`config.mk`:
```
export PLATFORM = sky130hd
export DESIGN_NAME = gf180mcu_osu_sc_gp12t3v3__rx_sync_filt
export DESIGN_NICKNAME = d
export VERILOG_FILES = /design/src/rtl/gf180mcu_osu_sc_gp12t3v3__rx_sync_filt.sv
export SDC_FILE = /design/constraint.sdc
export NUM_CORES = 1
export LEC_CHECK = 0
export CAP_MARGIN = 20
export CORE_AREA = 2 2 39 41
export DETAILED_ROUTE_END_ITERATION = 8
export DIE_AREA = 0 0 41 43
export GPL_ROUTABILITY_DRIVEN = 0
export PLACE_DENSITY = 0.8
export SYNTH_ARGS = -nofsm -noshare
export SYNTH_HDL_FRONTEND = slang
export SYNTH_SLANG_ARGS = --single-unit
```
`constraint.sdc`:
```
create_clock -name CLK -period 3 [get_ports CLK]
set_input_delay 0.45 -clock CLK [delete_from_list [all_inputs] [get_ports CLK]]
set_output_delay 0.45 -clock CLK [all_outputs]
set_load 0.1 [all_outputs]
```
`src/rtl/gf180mcu_osu_sc_gp12t3v3__rx_sync_filt.sv`:
```
// Receive-side synchroniser and glitch filter for an asynchronous level input.
// Produces a debounced level Y and registered one-cycle RISE/FALL strobes.
module gf180mcu_osu_sc_gp12t3v3__rx_sync_filt #(
  parameter int   SYNC_STAGES = 2,
  parameter int   FILT_CYCLES = 4,
  parameter int   CNT_W       = 8,
  parameter logic RST_VAL     = 1'b0
) (
  input  logic CLK,
  input  logic RN,
  input  logic A,
  input  logic EN,
  output logic Y,
  output logic RISE,
  output logic FALL,
  output logic BUSY
);

  typedef enum logic {
    IDLE = 1'b0,
    QUAL = 1'b1
  } state_t;

  localparam logic [CNT_W-1:0] CNT_LAST = CNT_W'(FILT_CYCLES - 1);
  localparam logic [CNT_W-1:0] CNT_ONE  = CNT_W'(1);

  logic [SYNC_STAGES-1:0] sync_reg;
  logic                   s_sync;

  state_t                 state_reg, state_next;
  logic [CNT_W-1:0]       cnt_reg, cnt_next;
  logic                   y_reg, y_next;
  logic                   rise_reg, rise_next;
  logic                   fall_reg, fall_next;
  logic                   mismatch;

  // Plain flop chain: nothing may sit between stages.
  always_ff @(posedge CLK or negedge RN) begin
    if (!RN) begin
      sync_reg <= {SYNC_STAGES{RST_VAL}};
    end else begin
      sync_reg <= {sync_reg[SYNC_STAGES-2:0], A};
    end
  end

  assign s_sync   = sync_reg[SYNC_STAGES-1];
  assign mismatch = (s_sync != y_reg);

  always_ff @(posedge CLK or negedge RN) begin
    if (!RN) begin
      state_reg <= IDLE;
      cnt_reg   <= '0;
      y_reg     <= RST_VAL;
      rise_reg  <= 1'b0;
      fall_reg  <= 1'b0;
    end else begin
      state_reg <= state_next;
      cnt_reg   <= cnt_next;
      y_reg     <= y_next;
      rise_reg  <= rise_next;
      fall_reg  <= fall_next;
    end
  end

  always_comb begin
    state_next = state_reg;
    cnt_next   = cnt_reg;
    y_next     = y_reg;

    // Disable dominates, including on the edge that would have qualified.
    if (!EN) begin
      state_next = IDLE;
      cnt_next   = '0;
    end else begin
      case (state_reg)
        IDLE: begin
          cnt_next = '0;
          if (mismatch) begin
            if (FILT_CYCLES == 1) begin
              y_next = s_sync;
            end else begin
              state_next = QUAL;
              cnt_next   = CNT_ONE;
            end
          end
        end
        QUAL: begin
          if (!mismatch) begin
            state_next = IDLE;
            cnt_next   = '0;
          end else if (cnt_reg == CNT_LAST) begin
            y_next     = s_sync;
            state_next = IDLE;
            cnt_next   = '0;
          end else begin
            cnt_next = cnt_reg + CNT_ONE;
          end
        end
        default: begin
          state_next = IDLE;
          cnt_next   = '0;
        end
      endcase
    end

    rise_next = y_next & ~y_reg;
    fall_next = ~y_next & y_reg;
  end

  assign Y    = y_reg;
  assign RISE = rise_reg;
  assign FALL = fall_reg;
  assign BUSY = (state_reg == QUAL);

endmodule

```
==> results of run 1 <==
## routing by layer
metal  up-vias  GRT usage
li1        217          -
met1       217      0.209
met2         9      0.234
met3         0     0.0419
met4         0     0.0800
met5         -          0
## Yosys cell counts (all sizes together)
library cell	n	share of area
a211o	1	0.016
a21o	1	0.014
a21oi	4	0.032
a31oi	1	0.0099
and2	1	0.0099
dfrtp	14	0.56
ha	1	0.020
inv	2	0.012
mux2	1	0.024
nand2	4	0.024
nand3	5	0.048
nand4	1	0.0099
nor2	4	0.024
nor3b	3	0.044
nor4	1	0.034
o21ai	3	0.024
or3	3	0.030
xnor2	2	0.028
xor2	3	0.042
## placed cells by master (no fill, tap or decap), drive strengths merged
master / synthesis / final
and2: 1 / 1
clkbuf: 0 / 4
nor2: 4 / 4
xor2: 3 / 3
xnor2: 2 / 2
a21o: 1 / 1
a21oi: 4 / 4
dfrtp: 14 / 14
buf: 0 / 4
nor4: 1 / 1
a211o: 1 / 1
nand2: 4 / 4
inv: 2 / 2
or3: 3 / 3
a31oi: 1 / 1
nand4: 1 / 1
nand3: 5 / 5
clkdlybuf4s50: 0 / 3
nor3b: 3 / 3
ha: 1 / 1
mux2: 1 / 1
o21ai: 3 / 3
## cell families after synthesis
family                   after synthesis  share of synthesized area
AO/OA/AOI/OAI                         10                     0.0954
XOR/XNOR                               5                     0.0696
adder cells (fa/ha/maj)                1                     0.0199
buffers and inverters                  2                     0.0119
flip-flops                            14                      0.557
multiplexers                           1                     0.0238
AND/OR/NAND/NOR                       22                      0.223
## worst max-delay path, cell delays in order, from the launching register on
cell and delay, ps:
dfrtp_1 430, ha_1 240, nor3b_2 320, nand3_2 160, mux2_4 320
## power groups by stage
stage,clock [µW],sequential [µW],combinational [µW]
finish,138,195,22.9
global route,149,196,24.9
CTS,141,195,23.3
detailed placement,0,199,23.1
global placement,0,199,22.4
floorplan,0,205,6.18
## final cells by class
| type | instances | area (µm²) | share of cell area |
|---|---|---|---|
| timing repair buffer | 7 | 60.1 | 0.0805 |
| multi-input combinational | 39 | 272 | 0.364 |
| clock buffer | 4 | 36.3 | 0.0487 |
| sequential | 14 | 350 | 0.470 |
| tap | 16 | 20.0 | 0.0268 |
| inverter | 2 | 7.51 | 0.0101 |
## stage by stage
stage	utilization	instances	setup WS, ps	hold slack, ps
floorplan	-	55	1280	154
global placement	0.513	78	1390	336
detailed placement	0.513	78	1330	343
CTS	0.539	82	1430	359
global route	0.539	82	1350	363
finish	0.539	82	1420	356
## worst max-delay path by stage
stage | slack, ps | to | startpoint
6_report | 1420 | Y$_DFF_PN0_ | cnt_reg[0]$_DFF_PN0_
5_1_grt | 1350 | Y$_DFF_PN0_ | cnt_reg[0]$_DFF_PN0_
4_1_cts | 1430 | Y$_DFF_PN0_ | cnt_reg[0]$_DFF_PN0_
3_5_place_dp | 1330 | Y$_DFF_PN0_ | EN
3_3_place_gp | 1390 | Y$_DFF_PN0_ | EN
2_1_floorplan | 1280 | Y$_DFF_PN0_ | BUSY$_DFF_PN0_
==> tab_implementation.tex, run 1 <==
\begin{tabular}{lr}
\hline
Metric & Value \\
\hline
\multicolumn{2}{l}{\textbf{Detailed routing}} \\
Antenna Nets Post-Route & 0 \\
Post-route met1 wirelength & between 500 and 600 µm \\
Overall routed net length & between 1000 and 1500 µm \\
Routed wire length per instance & 14.1 µm \\
Via/cell ratio & 5.40 \\
Count of routing violations after the opening detailed-route iteration & 13 \\
Iteration count of the initial detailed-routing pass & 4 \\
Count of vias placed by the detailed router & 443 \\
Amount of wire on met2 after detailed routing & about 560 µm \\
Met3 wire length & between 40 and 50 µm \\
Highest signal layer in the routed design & met3 \\
DRC Markers & 0 \\
\multicolumn{2}{l}{\textbf{Pwr}} \\
Worst IR drop on VDD & around 0.23 mV \\
Power density relative to cell area & between 400 and 500 nW/µm² \\
Portion of total power attributed to the clock network & 0.387 \\
Internal power consumption & approximately 270 µW \\
Switching part of the total power & 0.231 \\
Leakage power total & between 0.0003 and 0.0004 µW \\
Share of power burned in combinational logic & 0.064 \\
Overall power of the completed layout & about 360 µW \\
Reported net switching power & between 80 and 90 µW \\
Part of the total power dissipated in sequential elements & 0.549 \\
\multicolumn{2}{l}{\textbf{Flow run}} \\
Max-cap viol count & 0 \\
\multicolumn{2}{l}{\textbf{Timing}} \\
Max-slew violations & 0 \\
Normalized max-slew margin & 0.574 \\
Final Hold Fails & 0 \\
Worst setup skew after layout & slightly below 0.8 ps \\
Final Critical Period & $\sim$1600 ps \\
Fmax & roughly 630 MHz \\
Final number of setup-violating endpoints & 0 \\
Post-route fraction of the period consumed by the critical path & 0.526 \\
Actual transition at the worst max-transition pin & 637 ps \\
Unrepaired setup endpoints after global routing & no \\
Setup tns final & 0 ps \\
\multicolumn{2}{l}{\textbf{Final layout}} \\
Net count reported at finish & between 70 and 80 \\
Area of all placed cells without fillers & between 700 and 800 µm² \\
Number of flip-flops under the largest register name & 8 \\
Filler Cells Inserted & 126 \\
Growth of design area from synthesis to finish & 18.5\% \\
Inserted Diodes & 0 \\
Share of final-layout standard cells stronger than drive strength 1 & 0.212 \\
\multicolumn{2}{l}{\textbf{Critical path}} \\
Arrival time of data at the critical path endpoint & about 1800 ps \\
Type of the worst setup path & flip-flop to flip-flop \\
Crit path capture type & flip-flop \\
Worst path required time & $\sim$3200 ps \\
Largest fanout on the critical path & 5 \\
Critical register-to-register path endpoint & Y\$\_DFF\_PN0\_ \\
Reg2Reg Launch Point & cnt\_reg[0]\$\_DFF\_PN0\_ \\
Logic depth of the worst register-to-register path & 4 \\
Register-to-register setup slack & 1420 ps \\
Nature of the critical path startpoint & flip-flop \\
\multicolumn{2}{l}{\textbf{Global routing}} \\
Number of antenna violations at the first check in global routing & 0 \\
Largest net degree at the start of global routing & 15 \\
Number of global-route vias before repair & between 400 and 500 \\
GRT Residual Overflow & 0 \\
Total routing resource utilization after global routing & 0.160 \\
First-pass GRT wire length & approximately 1800 µm \\
\multicolumn{2}{l}{\textbf{CTS}} \\
Hold-fix buffers at CTS & 0 \\
Root Driver & clkbuf\_4 \\
CTS tree & yes \\
Gates resized, CTS repair & 0 \\
Number of setup buffers added after CTS & 0 \\
Latest clock arrival within the worst-skew pair & 280 ps \\
Clock transition at the registers of the reported paths & $\sim$90 ps \\
Number of clock sinks & 14 \\
Count of H-tree levels built during CTS & 1 \\
Num CTS Buffers & 3 \\
Clock buffer depth & 2 \\
\multicolumn{2}{l}{\textbf{Yosys}} \\
Post-synth net total & 60 \\
Total number of yosys warnings & 0 \\
Area of the mapped netlist & $\sim$630 µm² \\
Register bit count reported by yosys & 14 \\
Sequential-to-total area share from yosys stat & 0.557 \\
Count of cell types in the netlist & 21 \\
Count of mapped cells out of synthesis & 55 \\
Synthesized area divided by synthesized cell count & between 10 and 15 µm² \\
\multicolumn{2}{l}{\textbf{Die}} \\
Die Wd & around 41 µm \\
Die height & about 43 µm \\
Cell row count & 14 \\
Placeable core area & between 1000 and 1500 µm² \\
DIE AREA & approximately 1800 µm² \\
Initial standard-cell utilization of the core & 0.455 \\
Number of I/O pins & 8 \\
\multicolumn{2}{l}{\textbf{Hold path}} \\
Hold path depth & 0 \\
Min-Delay Endpoint & sync\_reg[1]\$\_DFF\_PN0\_ \\
Worst hold path class & flip-flop to flip-flop \\
Startpoint of the lowest-slack hold path & sync\_reg[0]\$\_DFF\_PN0\_ \\
\multicolumn{2}{l}{\textbf{Outcome}} \\
Status & finished, final reports clean \\
\multicolumn{2}{l}{\textbf{Placed design}} \\
Instance area after placement & around 700 µm² \\
Post-DP HPWL & 838 µm \\
Total of buffers placed on input and output ports & 7 \\
\hline
\end{tabular}
No activity file was read; power rests on OpenSTA's default activity.
==> run 2, diff against run 1 <==
CORE_AREA = unset   (was 2 2 39 41)
CORE_MARGIN = 2   (was unset)
CORE_UTILIZATION = 46   (was unset)
DIE_AREA = unset   (was 0 0 41 43)
PLACE_DENSITY = 0.81   (was 0.8)
clock period = 1.27 ns   (was 3 ns; I/O delays follow)
==> tab_implementation.tex, run 2 (synthesis gave the netlist of run 1 again) <==
\begin{tabular}{lr}
\hline
Metric & Value \\
\hline
\multicolumn{2}{l}{\textbf{Timing}} \\
Setup tns final & -184 ps \\
Final Hold Fails & 0 \\
Unrepaired setup endpoints after global routing & yes \\
Actual transition at the worst max-transition pin & about 230 ps \\
Final setup slack of the worst path & -65.7 ps \\
Final number of setup-violating endpoints & 7 \\
Worst setup skew after layout & about 1.6 ps \\
Normalized max-slew margin & 0.843 \\
Max-slew violations & 0 \\
Post-route fraction of the period consumed by the critical path & 1.05 \\
Final hold slack & just under 200 ps \\
Fmax & between 700 and 800 MHz \\
Final Critical Period & 1340 ps \\
\multicolumn{2}{l}{\textbf{Final layout}} \\
Net count reported at finish & slightly above 80 \\
Commonest non-fill, non-tap cells in the layout & 12 x dfrtp\_1, 10 x buf\_4 \\
Share of final-layout standard cells stronger than drive strength 1 & 0.395 \\
Inserted Diodes & 0 \\
Most common cell after layout, fill and taps aside & dfrtp\_1 \\
Number of flip-flops under the largest register name & 8 \\
Area of all placed cells without fillers & 900 µm² \\
Growth of design area from synthesis to finish & 42.9\% \\
\multicolumn{2}{l}{\textbf{Detailed routing}} \\
Routed wire length per instance & around 14 µm \\
Via/cell ratio & about 5.3 \\
Antenna Nets Post-Route & 0 \\
Iteration count of the initial detailed-routing pass & 4 \\
Count of vias placed by the detailed router & 483 \\
Count of routing violations after the opening detailed-route iteration & 10 \\
DRC Markers & 0 \\
Overall routed net length & 1240 µm \\
\multicolumn{2}{l}{\textbf{CTS}} \\
Clock transition at the registers of the reported paths & $\sim$80 ps \\
Hold-fix buffers at CTS & 0 \\
CTS tree & yes \\
Num CTS Buffers & 3 \\
Latest clock arrival within the worst-skew pair & about 290 ps \\
Count of H-tree levels built during CTS & 1 \\
Clock buffer depth & 2 \\
Root Driver & clkbuf\_4 \\
Number of clock sinks & 14 \\
\multicolumn{2}{l}{\textbf{Die}} \\
DIE AREA & approximately 1700 µm² \\
Number of I/O pins & 8 \\
Die Wd & about 40 µm \\
Cell row count & 13 \\
Die height & 41.0 µm \\
Initial standard-cell utilization of the core & 0.490 \\
Placeable core area & roughly 1300 µm² \\
\multicolumn{2}{l}{\textbf{Hold path}} \\
Worst hold path class & input port to async pin \\
\multicolumn{2}{l}{\textbf{Placed design}} \\
Total of buffers placed on input and output ports & 7 \\
Place WS & -114 ps \\
Post-DP HPWL & about 900 µm \\
Instance area after placement & $\sim$850 µm² \\
\multicolumn{2}{l}{\textbf{Pwr}} \\
Overall power of the completed layout & around 850 µW \\
Leakage power total & about 0.00038 µW \\
Worst IR drop on VDD & 0.566 mV \\
Power density relative to cell area & roughly 950 nW/µm² \\
\multicolumn{2}{l}{\textbf{Critical path}} \\
Number of buffer and inverter instances along the worst setup path & 0 \\
Dominant delay contributor by cell family on the critical path & simple AND/OR/NAND/NOR gates \\
CP max stage delay & $\sim$360 ps \\
Slowest stage cell, crit path & dfrtp\_1 \\
Nature of the critical path startpoint & flip-flop \\
Largest fanout on the critical path & 3 \\
Worst path required time & 1450 ps \\
Ordered list of cells on the worst path & ha\_2 -> nor3b\_4 -> nand3\_2 -> mux2\_4 \\
Type of the worst setup path & flip-flop to flip-flop \\
Arrival time of data at the critical path endpoint & between 1500 and 2000 ps \\
Crit path capture type & flip-flop \\
\multicolumn{2}{l}{\textbf{Global routing}} \\
Number of antenna violations at the first check in global routing & 0 \\
Total routing resource utilization after global routing & 0.184 \\
First-pass GRT wire length & 1810 µm \\
Largest net degree at the start of global routing & 15 \\
GRT Residual Overflow & 0 \\
Number of global-route vias before repair & $\sim$430 \\
\multicolumn{2}{l}{\textbf{Flow run}} \\
Max-cap viol count & 0 \\
\multicolumn{2}{l}{\textbf{Outcome}} \\
Failing checks & negative setup slack \\
Status & finished, violations left \\
\hline
\end{tabular}
[run 2: cell types whose count changed in the layout (fill, tap and decap cells not counted)]
| cell | change |
|---|---|
| a21oi_2 | +1 |
| nor3b_1 | -2 |
| ha_1 | -1 |
| nor3b_4 | +1 |
| nor3b_2 | +1 |
| buf_4 | +6 |
| dfrtp_4 | +2 |
| a21oi_1 | -1 |
| dfrtp_1 | -2 |
| ha_2 | +1 |
| buf_12 | +4 |
[run 2: per-stage QoR]
stage / cells / util
finish: 91 / 0.700
global route: 91 / 0.700
CTS: 91 / 0.700
detailed placement: 87 / 0.661
global placement: 87 / 0.661
floorplan: 55 / -
[run 2: layout make-up]
class | count | area, µm²
Clock buffer | 4 | 36.3
Fill cell | 93 | 385
Inverter | 2 | 7.51
Multi-Input combinational cell | 39 | 294
Sequential cell | 14 | 358
Tap cell | 15 | 18.8
Timing Repair Buffer | 17 | 185
[run 2: where the power goes]
part	internal (µW)	total (µW)	switching, µW
combinational	30.3	68.3	38.0
clock	175	320	145
sequential	454	463	8.95
[run 2: final timing paths]
| kind | from | to | slack [ps] | depth (start not counted) |
|---|---|---|---|---|
| min in group CLK | A | sync_reg[0]$_DFF_PN0_ | 340 | 1 |
| hold / removal | RN | sync_reg[0]$_DFF_PN0_ | 200 | 2 |
| max in group asynchronous | RN | Y$_DFF_PN0_ | 890 | 2 |
| hold reg to reg | sync_reg[0]$_DFF_PN0_ | sync_reg[1]$_DFF_PN0_ | 350 | 0 |
| setup reg to reg | cnt_reg[0]$_DFF_PN0_ | Y$_DFF_PN0_ | -70 | 4 |
| setup / recovery | cnt_reg[0]$_DFF_PN0_ | Y$_DFF_PN0_ | -70 | 4 |
[run 2: routing by layer]
layer	wire length, µm	GRT usage	vias to the layer above
li1	-	-	235
met3	49	0.0652	6
met4	43	0.150	0
met2	604	0.293	10
met1	543	0.193	232
met5	0	0	-
[run 2: timing repair]
action                     4_1_cts  5_1_grt
gates resized for setup          3        0
hold endpoints to repair         0        0
pin swaps                        3        3
setup endpoints to repair        9        9
buffers inserted                 0        0
==> run 3, diff against run 2 <==
CORE_AREA = 8 8 45 47   (was unset)
CORE_MARGIN = unset   (was 2)
CORE_UTILIZATION = unset   (was 46)
CTS_CLUSTER_SIZE = 40   (was unset)
DIE_AREA = 0 0 53 55   (was unset)
PLACE_DENSITY = 0.8   (was 0.81)
clock period = 1.7 ns   (was 1.27 ns; I/O delays follow)
==> tab_implementation.tex, run 3 (synthesis gave the netlist of run 1 again) <==
\begin{tabular}{lr}
\hline
Metric & Value \\
\hline
\multicolumn{2}{l}{\textbf{Timing}} \\
Unrepaired setup endpoints after global routing & no \\
Final Critical Period & roughly 1500 ps \\
Fmax & 658 MHz \\
Normalized max-slew margin & 0.784 \\
Max-slew violations & 0 \\
Actual transition at the worst max-transition pin & between 300 and 400 ps \\
Setup tns final & 0 ps \\
Worst setup skew after layout & $\sim$3.5 ps \\
Final Hold Fails & 0 \\
Post-route fraction of the period consumed by the critical path & 0.894 \\
Final hold slack & 276 ps \\
Final number of setup-violating endpoints & 0 \\
\multicolumn{2}{l}{\textbf{CTS}} \\
Clock buffer depth & 2 \\
Number of clock sinks & 14 \\
Num CTS Buffers & 3 \\
Gates resized, CTS repair & 0 \\
Clock transition at the registers of the reported paths & roughly 90 ps \\
Hold-fix buffers at CTS & 0 \\
Latest clock arrival within the worst-skew pair & between 200 and 300 ps \\
Count of H-tree levels built during CTS & 1 \\
CTS tree & yes \\
Root Driver & clkbuf\_4 \\
Number of setup buffers added after CTS & 0 \\
\multicolumn{2}{l}{\textbf{Critical path}} \\
Worst path required time & around 1900 ps \\
Nature of the critical path startpoint & flip-flop \\
Crit path capture type & flip-flop \\
Reg2Reg Launch Point & cnt\_reg[0]\$\_DFF\_PN0\_ \\
Arrival time of data at the critical path endpoint & about 1700 ps \\
Critical register-to-register path endpoint & Y\$\_DFF\_PN0\_ \\
Largest fanout on the critical path & 5 \\
Type of the worst setup path & flip-flop to flip-flop \\
Register-to-register setup slack & about 180 ps \\
Logic depth of the worst register-to-register path & 4 \\
\multicolumn{2}{l}{\textbf{Die}} \\
DIE AREA & just under 3000 µm² \\
Placeable core area & roughly 1400 µm² \\
Die height & 55 µm \\
Number of I/O pins & 8 \\
Initial standard-cell utilization of the core & 0.455 \\
Cell row count & 14 \\
Die Wd & 53 µm \\
\multicolumn{2}{l}{\textbf{Global routing}} \\
Total routing resource utilization after global routing & 0.104 \\
First-pass GRT wire length & $\sim$2100 µm \\
Largest net degree at the start of global routing & 15 \\
GRT Residual Overflow & 0 \\
Number of global-route vias before repair & between 400 and 500 \\
Number of antenna violations at the first check in global routing & 0 \\
\multicolumn{2}{l}{\textbf{Final layout}} \\
Most common cell after layout, fill and taps aside & dfrtp\_1 \\
Final Core Density & 0.581 \\
Filler Cells Inserted & 123 \\
Inserted Diodes & 0 \\
Share of final-layout standard cells stronger than drive strength 1 & 0.239 \\
Growth of design area from synthesis to finish & 27.8\% \\
Number of flip-flops under the largest register name & 8 \\
Net count reported at finish & 73 \\
\multicolumn{2}{l}{\textbf{Detailed routing}} \\
Overall routed net length & approximately 1100 µm \\
Count of vias placed by the detailed router & about 450 \\
Count of routing violations after the opening detailed-route iteration & 7 \\
Via/cell ratio & between 5 and 6 \\
Antenna Nets Post-Route & 0 \\
DRC Markers & 0 \\
Iteration count of the initial detailed-routing pass & 4 \\
Routed wire length per instance & about 14 µm \\
\multicolumn{2}{l}{\textbf{Flow run}} \\
Max-cap viol count & 0 \\
\multicolumn{2}{l}{\textbf{Hold path}} \\
Worst hold path class & input port to async pin \\
\multicolumn{2}{l}{\textbf{Pwr}} \\
Worst IR drop on VDD & between 0.4 and 0.5 mV \\
Leakage power total & roughly 0.00034 µW \\
Power density relative to cell area & between 700 and 800 nW/µm² \\
Overall power of the completed layout & 628 µW \\
\multicolumn{2}{l}{\textbf{Outcome}} \\
Status & finished, final reports clean \\
\multicolumn{2}{l}{\textbf{Placed design}} \\
Total of buffers placed on input and output ports & 7 \\
Post-DP HPWL & 854 µm \\
\hline
\end{tabular}
-- run 3: changes by cell type in the layout (fill, tap and decap cells not counted) --
| cell | before | now |
|---|---|---|
| dfrtp_4 | 2 | 0 |
| ha_1 | 0 | 1 |
| ha_2 | 1 | 0 |
| a21oi_2 | 1 | 0 |
| a21oi_1 | 3 | 4 |
| nor3b_1 | 0 | 2 |
| nor3b_4 | 1 | 0 |
| dfrtp_2 | 0 | 1 |
| buf_4 | 10 | 1 |
| nor3b_2 | 2 | 1 |
| dfrtp_1 | 12 | 13 |
-- run 3: report_power, final --
part	total, µW	switching [µW]	internal (µW)
sequential	346	7.37	338
clock	237	107	130
combinational	45.2	25.3	19.9
total	628	140	489
-- run 3: how the worst max path moves through the flow --
stage	startpoint	endpoint	slack, ps	cells after the start
floorplan	Y$_DFF_PN0_	cnt_reg[5]$_DFF_PN0_	30	3
global placement	cnt_reg[0]$_DFF_PN0_	Y$_DFF_PN0_	230	4
detailed placement	cnt_reg[0]$_DFF_PN0_	Y$_DFF_PN0_	180	4
CTS	cnt_reg[0]$_DFF_PN0_	Y$_DFF_PN0_	180	4
global route	cnt_reg[0]$_DFF_PN0_	Y$_DFF_PN0_	20	4
finish	cnt_reg[0]$_DFF_PN0_	Y$_DFF_PN0_	180	4
-- run 3: layer usage --
metal | wire length, µm | GRT usage
met1 | 492 | 0.112
met2 | 525 | 0.146
met3 | 82 | 0.0455
met4 | 30 | 0.103
met5 | 0 | 0
-- run 3: critical path, stage by stage (launching register included) --
cell     delay (ps)
dfrtp_1         410
ha_1            230
nor3b_2         300
nand3_2         140
mux2_4          320
-- run 3: area by class of cell --
cell class | instances | area (µm²) | area share
flip-flops and latches | 14 | 352 | 0.437
clock buffers | 4 | 36.3 | 0.0451
multi-input cells | 39 | 272 | 0.337
well taps | 16 | 20.0 | 0.0249
inverters | 2 | 7.51 | 0.00933
repair buffers | 8 | 118 | 0.146
-- run 3: per-stage QoR --
step | cells | worst slack [ps] | area [µm²]
after floorplan | 55 | 28.8 | 631
after global placement | 79 | 231 | 768
after detailed placement | 79 | 183 | 768
after CTS | 83 | 175 | 805
after global routing | 83 | 16.2 | 805
final | 83 | 180 | 805
